**config.mk**
```make
export PLATFORM = sky130hd
export DESIGN_NAME = fetch_unit
export DESIGN_NICKNAME = d
export VERILOG_FILES = /design/src/rtl/fetch_unit.sv
export SDC_FILE = /design/constraint.sdc
export NUM_CORES = 1
export LEC_CHECK = 0
export ABC_AREA = 1
export CORE_MARGIN = 2
export CORE_UTILIZATION = 50
export CTS_CLUSTER_SIZE = 14
export DETAILED_ROUTE_END_ITERATION = 8
export PLACE_DENSITY = 0.8
export SLEW_MARGIN = 20
export SYNTH_ARGS = -nofsm -noshare
export SYNTH_HDL_FRONTEND = slang
export SYNTH_SLANG_ARGS = --single-unit
```
**constraint.sdc**
```tcl
create_clock -name clk -period 4.7 [get_ports clk]
set_input_delay 1.41 -clock clk [delete_from_list [all_inputs] [get_ports clk]]
set_output_delay 1.41 -clock clk [all_outputs]
set_load 0.005 [all_outputs]
```
**src/rtl/fetch_unit.sv**
```systemverilog
// Instruction-fetch front end: owns the fetch PC, issues word reads over a
// request/grant handshake and buffers returned words in a small prefetch queue.
module fetch_unit #(
    parameter int          DEPTH    = 2,
    parameter logic [31:0] RESET_PC = 32'h0040_0000
) (
    input  logic        clk,
    input  logic        rst,
    output logic        imem_req,
    output logic [31:0] imem_addr,
    input  logic        imem_gnt,
    input  logic        imem_rvalid,
    input  logic [31:0] imem_rdata,
    input  logic        redirect,
    input  logic [31:0] redirect_pc,
    output logic        instr_valid,
    output logic [31:0] instr,
    output logic [31:0] instr_pc,
    output logic [31:0] instr_pcplus4,
    input  logic        instr_ready
);

    localparam int          PW  = $clog2(DEPTH);
    localparam int          CW  = $clog2(DEPTH) + 1;
    localparam logic [31:0] NOP = 32'h0000_0013;

    logic [31:0]      fpc;
    logic [31:0]      slot_pc   [DEPTH];
    logic [31:0]      slot_data [DEPTH];
    logic [DEPTH-1:0] filled;

    logic [PW-1:0] rd_ptr;
    logic [PW-1:0] res_ptr;
    logic [PW-1:0] fill_ptr;

    // reserved: slots owned by the current path (filled or awaiting data)
    // pending:  reserved slots still awaiting data
    // discard:  in-flight responses that belong to a flushed path
    logic [CW-1:0] reserved;
    logic [CW-1:0] pending;
    logic [CW-1:0] discard;

    logic        pop;
    logic        grant;
    logic        resp;
    logic        drop;
    logic        fill;
    logic [CW:0] occupancy;

    always_comb begin
        instr_valid   = filled[rd_ptr];
        pop           = instr_valid & instr_ready;
        occupancy     = {1'b0, reserved} + {1'b0, discard} - {{CW{1'b0}}, pop};
        imem_req      = rst & ~redirect & (occupancy < (CW + 1)'(DEPTH));
        imem_addr     = fpc;
        grant         = imem_req & imem_gnt;
        // Responses with nothing outstanding are protocol errors and ignored.
        resp          = imem_rvalid & ((discard != '0) | (pending != '0));
        drop          = resp & ((discard != '0) | redirect);
        fill          = resp & ~drop;
        instr         = instr_valid ? slot_data[rd_ptr] : NOP;
        instr_pc      = instr_valid ? slot_pc[rd_ptr] : '0;
        instr_pcplus4 = instr_valid ? slot_pc[rd_ptr] + 32'd4 : '0;
    end

    always_ff @(posedge clk or negedge rst) begin
        if (!rst) begin
            fpc      <= RESET_PC;
            filled   <= '0;
            rd_ptr   <= '0;
            res_ptr  <= '0;
            fill_ptr <= '0;
            reserved <= '0;
            pending  <= '0;
            discard  <= '0;
        end else if (redirect) begin
            fpc      <= redirect_pc & 32'hFFFF_FFFC;
            filled   <= '0;
            rd_ptr   <= '0;
            res_ptr  <= '0;
            fill_ptr <= '0;
            reserved <= '0;
            pending  <= '0;
            // Every unfilled slot becomes a response to throw away, less the
            // one that arrives (and is dropped) in this very cycle.
            discard  <= discard + pending - CW'(resp);
        end else begin
            // A grant into the slot being popped is safe: both clear filled.
            if (grant) begin
                filled[res_ptr] <= 1'b0;
                res_ptr         <= res_ptr + PW'(1);
                fpc             <= fpc + 32'd4;
            end
            if (fill) begin
                filled[fill_ptr] <= 1'b1;
                fill_ptr         <= fill_ptr + PW'(1);
            end
            if (pop) begin
                filled[rd_ptr] <= 1'b0;
                rd_ptr         <= rd_ptr + PW'(1);
            end
            reserved <= reserved + CW'(grant) - CW'(pop);
            pending  <= pending + CW'(grant) - CW'(fill);
            discard  <= discard - CW'(drop);
        end
    end

    always_ff @(posedge clk) begin
        if (grant) begin
            slot_pc[res_ptr] <= fpc;
        end
        if (fill) begin
            slot_data[fill_ptr] <= imem_rdata;
        end
    end

endmodule

```
---- After elaboration in Yosys (flattened, before gate mapping) ----
Memory sizes are Yosys's and may differ from the RTL's.
Cells that the tools add are included.
storage, ports and cells
  memories ................................ 2
  bits in writable memories ............... 128
  output and inout bits ................... 130
  flip-flop bits (word level) ............. 43
memory list
  memory     depth  width  read ports  clocked after memory_dff  wr ports  line  RTL
  slot_data  2      32     1           0                         1         29    logic [31:0] slot_data [DEPTH];
  slot_pc    2      32     1           0                         1         28    logic [31:0] slot_pc [DEPTH];
cells by class
  order comparisons ....................... 7
  $add $sub $neg .......................... 14
  reduce and logical (&&, ||, !) cells .... 8
  multiplexer cells ....................... 32
  bitwise gates (word level) .............. 16
operator list
  cell                                                count
  2-to-1 mux 32 bit                                   5
  adder 32 x 3 -> 32 bit, second input constant       2
  2-to-1 mux 2 bit                                    9
  2-to-1 mux 1 bit                                    15
  nonzero test 2 bit                                  5
  subtractor 2 x 1 -> 2 bit                           4
  AND 1 bit                                           7
  < comparator 1 x 2 -> 1 bit, second input constant  3
  adder 2 x 1 -> 2 bit                                2
  AND 2 bit                                           2
  inverter 2 bit                                      2
  adder 1 bit, second input constant                  3
  adder 2 x 2 -> 3 bit                                1
  demux 1 bit (select 1 bit)                          3
  >= comparator 1 bit, second input constant          3
  logical AND 1 bit                                   3
  < comparator 3 x 2 -> 1 bit, second input constant  1
  subtractor 3 x 1 -> 3 bit                           1
  adder 2 bit                                         1
  inverter 1 bit                                      2
  OR 1 bit                                            2
  OR 2 bit                                            1

---- Depth between registers and ports, before layout ----
Gate-level depths: netlist of the first run.
  depth in word-level cells ............... 15
  gate-level depth with buffers ........... 19

---- Worst setup path after synthesis of the first run ----
No wires, ideal clock.
  path type ............................... input -> register
  start ................................... input port instr_ready
  end ..................................... memory slot_pc[1][10] (enable)
  path slack .............................. 0.191 ns
  arrival ................................. 4.092 ns
  buffers on the path ..................... 1
  library setup time ...................... 0.417 ns
  cell stages on the path ................. 9
  required time ........................... 4.283 ns
  path through ............................ nand2_1 -> nor2_1 -> o21ai_0 -> fa_1 -> nand2_1 -> nor2_1 -> nand3_1 -> clkbuf_1 -> nor2_1
on the way
  longest elaborated chain between the ends .. 7
RTL lines
  element                                 line  RTL
  start: declaration                      20    input logic instr_ready
  AND 1 bit                               52    pop = instr_valid & instr_ready;
  subtractor 3 x 1 -> 3 bit               53    occupancy = {1'b0, reserved} + {1'b0, discard} - {{CW{1'b0}}, pop};
  < comparator 3 x 2 -> 1 bit             54    imem_req = rst & ~redirect & (occupancy < (CW + 1)'(DEPTH));
  AND 1 bit                               54
  AND 1 bit                               56    grant = imem_req & imem_gnt;
  2-to-1 mux 1 bit                        109   if (grant) begin
  2-to-1 mux 1 bit (implied by the code)  110   slot_pc[res_ptr] <= fpc;
  end: declaration                        28
Every way passes these cells.

---- Final worst setup path of the first run ----
  start ................................... input port instr_ready
  end ..................................... output port imem_req
on the way
  longest elaborated chain between the ends .. 4
RTL lines
  element                      line  RTL
  AND 1 bit                    52
  subtractor 3 x 1 -> 3 bit    53
  < comparator 3 x 2 -> 1 bit  54
  AND 1 bit                    54
  end: declaration             9     output logic imem_req,
Every way passes these cells.

==> metrics, run 1 <==
Routed WL around 23,000 µm; Slowest cell on crit path fa_1; LEAKAGE 5.01 nW; post-DP HPWL 17,000 µm; fin worst setup slack roughly 0.17 ns; WP data arrival approximately 3.1 ns; Avg Cell Area, Syn 8.10 µm²; EDFF count, synth about 120; pre-CTS setup slack -0.346 ns; Congestion Overflow GR 0; Async SR Flop Fraction 0.248; number of buffers created by CTS 17; Antenna diodes 0; Synth area leaders edfxtp_1 (42%), nand2_1 (19%), dfrtp_1 (11%); CP endpoint kind primary output; CP Cell Sequence clkdlybuf4s50_1 -> nand2_2 -> nor2_4 -> o21ai_2 -> fa_1 -> nand2_1 -> nor2_2 -> nand2_1 -> inv_1 -> clkbuf_2; crit path time final between 4 and 5 ns; vias 7,804; dominant cell type by area after synthesis edfxtp_1; Commonest cells post-synth nand2_1 (445), nor2_1 (125), edfxtp_1 (124), inv_1 (121), nand3_1 (53); Inst Count DP 1,491; # DRC 0; Yosys top cell area share 0.422; gpl congestion between 0.9 and 1; Syn. warnings 0; worst-skew pair later-pin latency approximately 0.42 ns; vias in the first global route approximately 7,000; layout cells sized above 1 0.0730; Slew Limit Headroom 0.642; fin area 11,600 µm²; H-tree levels 4; Final period util 0.963; final slew viol count 0; Yosys reg bits approximately 170; Hold Crit Class flip-flop to flip-flop; Die ar. roughly 19,000 µm²; register area share after synthesis 0.538; Ports 200; # setup viols final 0; non-filler cells, final about 1,500; critical path class primary input to primary output; worst-margin pin slew roughly 0.54 ns; CTS clk-pin slew, worst paths 0.06 ns; library cells used by synthesis 34; pin count of the biggest net entering global routing 46; final net count roughly 1,400; most numerous cell in the Yosys netlist nand2_1; Peak VDD IR 261 µV; Post-Syn Instances between 1,000 and 1,500; clock sinks 165; Critical Path Fanout Max 3; most repeated library cell on the critical path nand2_1; core footprint ~17,000 µm²; Post-Syn Area between 8000 and 9000 µm²; Routed WL per cell 15.2 µm; via/cell ratio slightly above 5; power per cell area approximately 380 nW/µm²; first drt pass iteration count 5; DP Area ~11,000 µm²; Die Span X roughly 140 µm; Final Hold Viols 0; Antenna Violating Nets Remaining 0; Initial Util 0.510; main flop type after synthesis edfxtp_1; RSZ-0062 raised after global routing no; CTS max path bufs 2; Root Buffer clkbuf_16; die height around 140 µm; number of DRC markers in iteration 0 slightly below 600; status finished clean; Clock Skews ~0.0077 ns; port bufs ~190; crit path launch type primary input; Max Fclk about 220 MHz; All-Layer GR Usage 0.246; Worst path max stage delay between 0.4 and 0.5 ns; CP required between 3 and 4 ns; CTS tree built; initial antenna violation count 0; P&R area growth vs syn 31.7%; post-layout util 0.672; Cell Rows 48; first-pass GRT wire length around 35,000 µm; fillcell total 1,429; Hold-fix buffers, CTS 0; Max Cap Viol 0; TNS Setup 0 ns
## routing by layer
layer	global-route usage	part of all wire
met1	0.329	0.42
met2	0.399	0.48
met3	0.0478	0.069
met4	0.0951	0.028
met5	0	0
## logic make-up after synthesis
group / Yosys count / share of synthesized area
flops: 165 / 0.538
xor+xnor: 26 / 0.0258
simple gates: 675 / 0.308
other cells: 1 / 0.000425
compound gates: 51 / 0.0339
fa+ha+maj: 11 / 0.0164
buf+inv: 160 / 0.0768
## worst max-delay path: cells and delay by family
family,cells,cell delay (ns)
adder cells (fa/ha/maj),1,0.49
buffers and inverters,3,0.62
AO/OA/AOI/OAI,1,0.08
AND/OR/NAND/NOR,5,0.51
## layout make-up
type,instances,area [µm²],area share
Timing Repair Buffer,213,2090,0.180
Tap cell,225,282,0.0242
Inverter,122,458,0.0394
Sequential cell,165,4750,0.409
Multi-Input combinational cell,769,3440,0.296
Clock inverter,15,173,0.0149
Clock buffer,17,425,0.0366
## stage by stage
stage / hold WS [ns] / total power (W)
2_1_floorplan: 0.471 / 0.00249
3_3_place_gp: 0.485 / 0.00299
3_5_place_dp: 0.520 / 0.00302
4_1_cts: 0.535 / 0.00441
5_1_grt: 0.558 / 0.00463
6_report: 0.533 / 0.00440
## power by group
group          internal, W  switching, W
Sequential         0.00175      0.000167
Combinational     0.000499      0.000607
Clock             0.000798      0.000584
## state kept, by name, indices dropped and copies added, names as in the netlist
register / cells
rd_ptr: 1
discard: 2
filled: 2
fill_ptr: 1
pending: 2
slot_data: 64
reserved: 2
imem_addr: 30
slot_pc: 60
res_ptr: 1
## cells in the final DEF (no fill, tap or decap), types with 19 or more instances in the layout
cell type | Yosys | routed
xor2_1 | 19 | 19
nand3_1 | 53 | 53
edfxtp_1 | 124 | 124
nor2_1 | 125 | 118
clkdlybuf4s50_1 | 0 | 189
o21ai_0 | 23 | 22
buf_4 | 7 | 20
nor2_2 | 15 | 21
nand2_1 | 445 | 444
inv_1 | 121 | 120
dfrtp_1 | 40 | 39
## repair_timing
item,in CTS,in global routing
resized for setup,5,7
setup buffers,2,1
pin swaps,2,4
setup endpoints to repair,1,2
## path summary, 6_finish.rpt
check                                startpoint                        end  slack (ns)  cells after the start
max                                 instr_ready                   imem_req        0.17                     10
min                        fill_ptr$_DFFE_PN0P_       fill_ptr$_DFFE_PN0P_        0.53                      2
max reg2reg                  rd_ptr$_DFFE_PN0P_  imem_addr[18]$_DFFE_PN0N_        1.11                     18
min reg2reg                fill_ptr$_DFFE_PN0P_       fill_ptr$_DFFE_PN0P_        0.53                      2
max in group asynchronous                   rst         rd_ptr$_DFFE_PN0P_        3.16                      2
min in group asynchronous                   rst  imem_addr[23]$_DFFE_PN0N_        1.13                      2
Note: power is estimated with default switching activity, not from simulation.
==> inputs of run 2 (changes only) <==
SKIP_LAST_GASP = 1   (was not set)
TNS_END_PERCENT = 100   (was not set)
==> run 2 against run 1 <==
  * Sequential share of layout area is essentially flat
  * Cell area is essentially flat
  * Clock skew is essentially flat
  * Highest routed layer unchanged
  * Register-to-register slack is essentially flat
==> metrics, run 2 (synthesis gave the netlist of run 1 again) <==
post-layout util 0.672 (about the same); Most Used Layer, Global Route met2; layout cells sized above 1 0.0723 (-0.000769); Clock Skews 0.00766 ns (-0.00000327 ns); Max Fclk 216 MHz (-2.1%); Antenna Violating Nets Remaining 0 (unchanged); Initial Util 0.510 (unchanged); total design power 0.00440 W (about the same); Root Buffer clkbuf_16; Die ar. 18,700 µm² (unchanged); Max Cap Viol 0 (unchanged); port bufs 191 (unchanged); Largest register FFs 64 (unchanged); met2 Use GR 0.399 (unchanged); number of buffers created by CTS 17 (unchanged); first-pass GRT wire length 35,400 µm (unchanged); H-tree levels 4 (unchanged); gpl congestion 0.941 (unchanged); All-Layer GR Usage 0.246 (unchanged); CTS tree built; post-DP HPWL 17,000 µm (unchanged); Critical Path Fanout Max 3 (unchanged); Inst Count DP 1,491 (unchanged); non-filler cells, final 1,526 (unchanged); via/cell ratio 5.11 (about the same); Register Area 4750 µm² (unchanged); RSZ-0062 raised after global routing yes; fillcell total 1,428 (-0.070%); area occupied by multi-input gates 3440 µm² (unchanged); Ports 200 (unchanged); vias in the first global route 7,167 (unchanged); first drt pass iteration count 5 (unchanged); Cell Rows 48 (unchanged); CP required 3.29 ns (about the same); Congestion Overflow GR 0 (unchanged); Final Hold Viols 0 (unchanged); final net count 1,369 (unchanged); crit path launch type primary input; worst-margin pin slew 0.537 ns (+0.000452 ns); Antenna diodes 0 (unchanged); final slew viol count 0 (unchanged); clock sinks 165 (unchanged); number of DRC markers in iteration 0 589 (unchanged); fin area 11,600 µm² (about the same); critical path class primary input to primary output; Routed WL 23,300 µm (about the same); Peak VDD IR 261 µV (about the same); DP Area 11,000 µm² (unchanged); status finished clean; Final period util 0.983 (+0.0205); commonest non-fill, non-tap cell in the layout nand2_1; CP endpoint kind primary output; M1 GR Usage 0.329 (unchanged); LEAKAGE 5.01 nW (unchanged); most frequent cells in the layout nand2_1 (444), clkdlybuf4s50_1 (189), edfxtp_1 (124), inv_1 (120), nor2_1 (118); Slew Limit Headroom 0.642 (about the same); Hold Crit Class flip-flop to flip-flop; Routed WL per cell 15.2 µm (about the same); WP data arrival 3.21 ns (+0.09 ns); met3 Usage GRT 0.0478 (unchanged); pin count of the biggest net entering global routing 46 (unchanged); CTS clk-pin slew, worst paths 0.06 ns (about the same); power per cell area 379 nW/µm² (about the same); P&R area growth vs syn 31.8% (about the same); crit path time final 4.62 ns (+0.0966 ns); core footprint 17,300 µm² (unchanged); CTS max path bufs 2 (unchanged); initial antenna violation count 0 (unchanged); worst-skew pair later-pin latency 0.42 ns (about the same); die height 137 µm (unchanged); # DRC 0 (unchanged); # setup viols final 0 (unchanged); worst hold margin 0.533 ns (unchanged); Top reg by flops slot_data; vias 7,800 (-0.051%); Die Span X 137 µm (unchanged)
==> run 2: through the flow <==
step / TNS, ns / setup slack [ns]
after CTS: 0 / 0.112
after detailed placement: -0.346 / -0.346
after global routing: -0.0374 / -0.0374
after global placement: -0.299 / -0.299
after floorplan: 0 / 0.191
final: 0 / 0.0782
==> run 2: worst paths after layout <==
| path | depth (start not counted) | slack, ns | to | from |
|---|---|---|---|---|
| setup reg to reg | 18 | 1.11 | imem_addr[18]$_DFFE_PN0N_ | rd_ptr$_DFFE_PN0P_ |
| max in group asynchronous | 2 | 3.16 | rd_ptr$_DFFE_PN0P_ | rst |
| hold reg to reg | 2 | 0.53 | fill_ptr$_DFFE_PN0P_ | fill_ptr$_DFFE_PN0P_ |
| min in group asynchronous | 2 | 1.13 | imem_addr[23]$_DFFE_PN0N_ | rst |
| setup / recovery | 10 | 0.08 | imem_req | instr_ready |
| hold / removal | 2 | 0.53 | fill_ptr$_DFFE_PN0P_ | fill_ptr$_DFFE_PN0P_ |
==> run 2: timing repair <==
item | in CTS | in global routing
hold endpoints to repair | 0 | 0
hold buffers | 0 | 0
pin swaps | 2 | 4
buffers inserted | 2 | 1
setup endpoints to repair | 1 | 2
resized for setup | 5 | 6
==> run 2: cell type report <==
| type | count | area share |
|---|---|---|
| clock buffers | 17 | 0.0366 |
| well taps | 225 | 0.0242 |
| clock inverters | 15 | 0.0148 |
| inverters | 122 | 0.0394 |
| flip-flops and latches | 165 | 0.409 |
| multi-input cells | 769 | 0.296 |
| repair buffers | 213 | 0.180 |
==> run 2: layer usage <==
layer,share of wire,up-vias
met5,0,-
met4,0.028,0
met3,0.068,49
met2,0.48,308
met1,0.42,3611
li1,-,3832
==> run 2: report_power, final <==
part           internal, W  leakage [nW]  switching (W)  total [W]
Clock             0.000798         0.293       0.000584    0.00138
Combinational     0.000500          3.08       0.000608    0.00111
Sequential         0.00175          1.63       0.000167    0.00191
Total              0.00304          5.01        0.00136    0.00440
==> run 2: worst max-delay path: stages <==
cell and delay (ns):
clkdlybuf4s50_1 0.47, nand2_2 0.10, nor2_4 0.12, o21ai_2 0.08, fa_1 0.49, nand2_1 0.07, nor2_2 0.15, nand2_1 0.07
inv_1 0.05, clkdlybuf4s15_1 0.20
==> inputs of run 3 (changes only) <==
DONT_BUFFER_PORTS = 1   (was not set)
PLACE_DENSITY = 0.65   (was 0.8)
==> run 3 against run 2 <==
  * Largest power group unchanged
  * Highest routed layer unchanged
  * Final cell count shrank 13%
  * Clock skew increased by 0.0047 ns
  * Critical path type is now flip-flop to primary output
  * Power decreased by 5.1%
  * Critical path depth did not move
  * Clock power grew 8%
  * Hold slack worse by 0.013 ns
  * Non-clock buffer count down 193
==> metrics, run 3 (synthesis gave the netlist of run 1 again) <==
final slew viol count 0 (unchanged); core footprint 17,300 µm² (unchanged); met2 WL post-DR 9590 µm (-14%); critical path class flip-flop to primary output; M1 WL 9290 µm (-5.8%); H-tree levels 4 (unchanged); Peak VDD IR 245 µV (-6.0%); WP data arrival 2.71 ns (-0.50 ns); Antenna Violating Nets Remaining 0 (unchanged); fillcell total 1,587 (+11%); first-pass GRT wire length 32,100 µm (-9.3%); post-DP HPWL 15,100 µm (-11%); die height 137 µm (unchanged); commonest non-fill, non-tap cell in the layout nand2_1; Routed WL 20,700 µm (-11%); Critical Path Fanout Max 24 (+21); Congestion Overflow GR 0 (unchanged); Root Buffer clkbuf_16; number of buffers created by CTS 17 (unchanged); pin count of the biggest net entering global routing 46 (unchanged); most frequent cells in the layout nand2_1 (445), edfxtp_1 (124), nor2_1 (122), inv_1 (121), nand3_1 (53); setup bufs post-CTS 0 (-2); Hold-fix buffers, CTS 0 (unchanged); CP endpoint kind primary output; Reg power frac 0.459 (+0.024); worst-margin pin slew 0.911 ns (+0.374 ns); TNS Setup 0 ns (unchanged); combinational power share 0.184 (-0.068); Initial Util 0.510 (unchanged); CP Cell Sequence inv_2 -> buf_4 -> nand2_1 -> nand2_1 -> nand2_1 -> nor2_2 -> nand2_1 -> nor2_2 -> nor2_1 -> nor3_1; # setup viols final 0 (unchanged); status finished clean; gpl congestion 0.904 (-3.9%); vias 6,825 (-13%); Final Hold Viols 0 (unchanged); worst-skew pair later-pin latency 0.42 ns (about the same); RSZ-0062 raised after global routing no; Clk pwr share 0.357 (+0.043); Slew Limit Headroom 0.392 (-0.250); Hold Crit Class flip-flop to flip-flop; CTS max path bufs 2 (unchanged); first drt pass iteration count 5 (unchanged); Die ar. 18,700 µm² (unchanged); Largest register FFs 64 (unchanged); Die Span X 137 µm (unchanged); sw frac 0.306 (-0.00203); CP required 3.29 ns (about the same); DR WL met3 1490 µm (-6.3%); Cell Rows 48 (unchanged); Max Fclk 243 MHz (+12%); CTS clk-pin slew, worst paths 0.07 ns (about the same); CTS resizes 0 (-5); crit path launch type flip-flop; power per cell area 431 nW/µm² (+14%); Pint 0.00290 W (-4.8%); All-Layer GR Usage 0.225 (-0.0213); Worst path max stage delay 0.41 ns (-0.08 ns); via/cell ratio 5.12 (+0.17%); Top reg by flops slot_data; Max Used Layer met4; Final period util 0.877 (-0.107); most repeated library cell on the critical path nand2_1; R2R setup slack 1.21 ns (+0.10 ns); vias in the first global route 6,227 (-13%); final net count 1,176 (-14%); P&R area growth vs syn 9.97%; CTS tree built; initial antenna violation count 0 (unchanged); Max Cap Viol 0 (unchanged); Clock Skews 0.0124 ns (+0.00471 ns); Ports 200 (unchanged); port bufs 0 (-100%); worst hold margin 0.520 ns (-0.0132 ns); # DRC 0 (unchanged); Routed WL per cell 15.5 µm (+1.9%); crit path time final 4.12 ns (-0.501 ns); Sw Pwr 0.00128 W (-5.7%); Slowest cell on crit path dfrtp_2; number of DRC markers in iteration 0 541 (-8.1%); LEAKAGE 4.32 nW (-14%); Antenna diodes 0 (unchanged); layout cells sized above 1 0.0758 (+0.00356); clock sinks 165 (unchanged)
run 3: changes by cell type in the layout (fill, tap and decap cells not counted), sizes merged:
cell	before	now
clkinvlp	1	0
buf	23	20
bufinv	2	4
clkinv	6	4
clkdlybuf4s50	189	0
inv	128	129
clkdlybuf4s15	1	0
run 3: final timing paths:
kind	start	to	cells after the start
min in group asynchronous	rst	imem_addr[31]$_DFFE_PN0N_	0
hold / removal	fill_ptr$_DFFE_PN0P_	fill_ptr$_DFFE_PN0P_	2
setup / recovery	rd_ptr$_DFFE_PN0P_	instr_pcplus4[15]	10
setup reg to reg	rd_ptr$_DFFE_PN0P_	imem_addr[18]$_DFFE_PN0N_	17
max in group asynchronous	rst	imem_addr[22]$_DFFE_PN1N_	0
hold reg to reg	fill_ptr$_DFFE_PN0P_	fill_ptr$_DFFE_PN0P_	2
run 3: through the flow:
| stage | util | cell area [µm²] | instances | power [W] | worst slack [ns] |
|---|---|---|---|---|---|
| after floorplan | - | 8840 | 1094 | 0.00249 | 0.191 |
| after global placement | 0.524 | 9060 | 1301 | 0.00269 | 0.642 |
| after detailed placement | 0.524 | 9060 | 1301 | 0.00272 | 0.651 |
| after CTS | 0.561 | 9700 | 1333 | 0.00421 | 0.570 |
| after global routing | 0.561 | 9700 | 1333 | 0.00441 | 0.266 |
| final | 0.561 | 9700 | 1333 | 0.00418 | 0.579 |
run 3: power groups by stage:
stage	Sequential, W	Combinational, W	Clock, W
6_report	0.00192	0.000769	0.00149
3_5_place_dp	0.00195	0.000770	0
5_1_grt	0.00194	0.000886	0.00159
4_1_cts	0.00192	0.000773	0.00152
3_3_place_gp	0.00194	0.000757	0
2_1_floorplan	0.00188	0.000612	0
run 3: critical path: cells and delay by family, from the launching register on:
| family | cells | cell delay [ns] |
|---|---|---|
| buffers and inverters | 2 | 0.63 |
| flip-flops | 1 | 0.41 |
| AND/OR/NAND/NOR | 8 | 1.24 |
run 3: cell type report:
cell class                      count  area [µm²]  area share
Clock buffer                       17         425      0.0438
Multi-Input combinational cell    769        3420       0.353
Inverter                          122         458      0.0472
Tap cell                          225         282      0.0290
Timing Repair Buffer               20         150      0.0155
Clock inverter                     15         215      0.0222
Sequential cell                   165        4750       0.490
run 3: per-layer routing:
metal  GRT usage  vias up
met5           0        -
met4      0.0739        0
met3      0.0522       26
met2       0.355      241
met1       0.309     3123
li1            -     3435
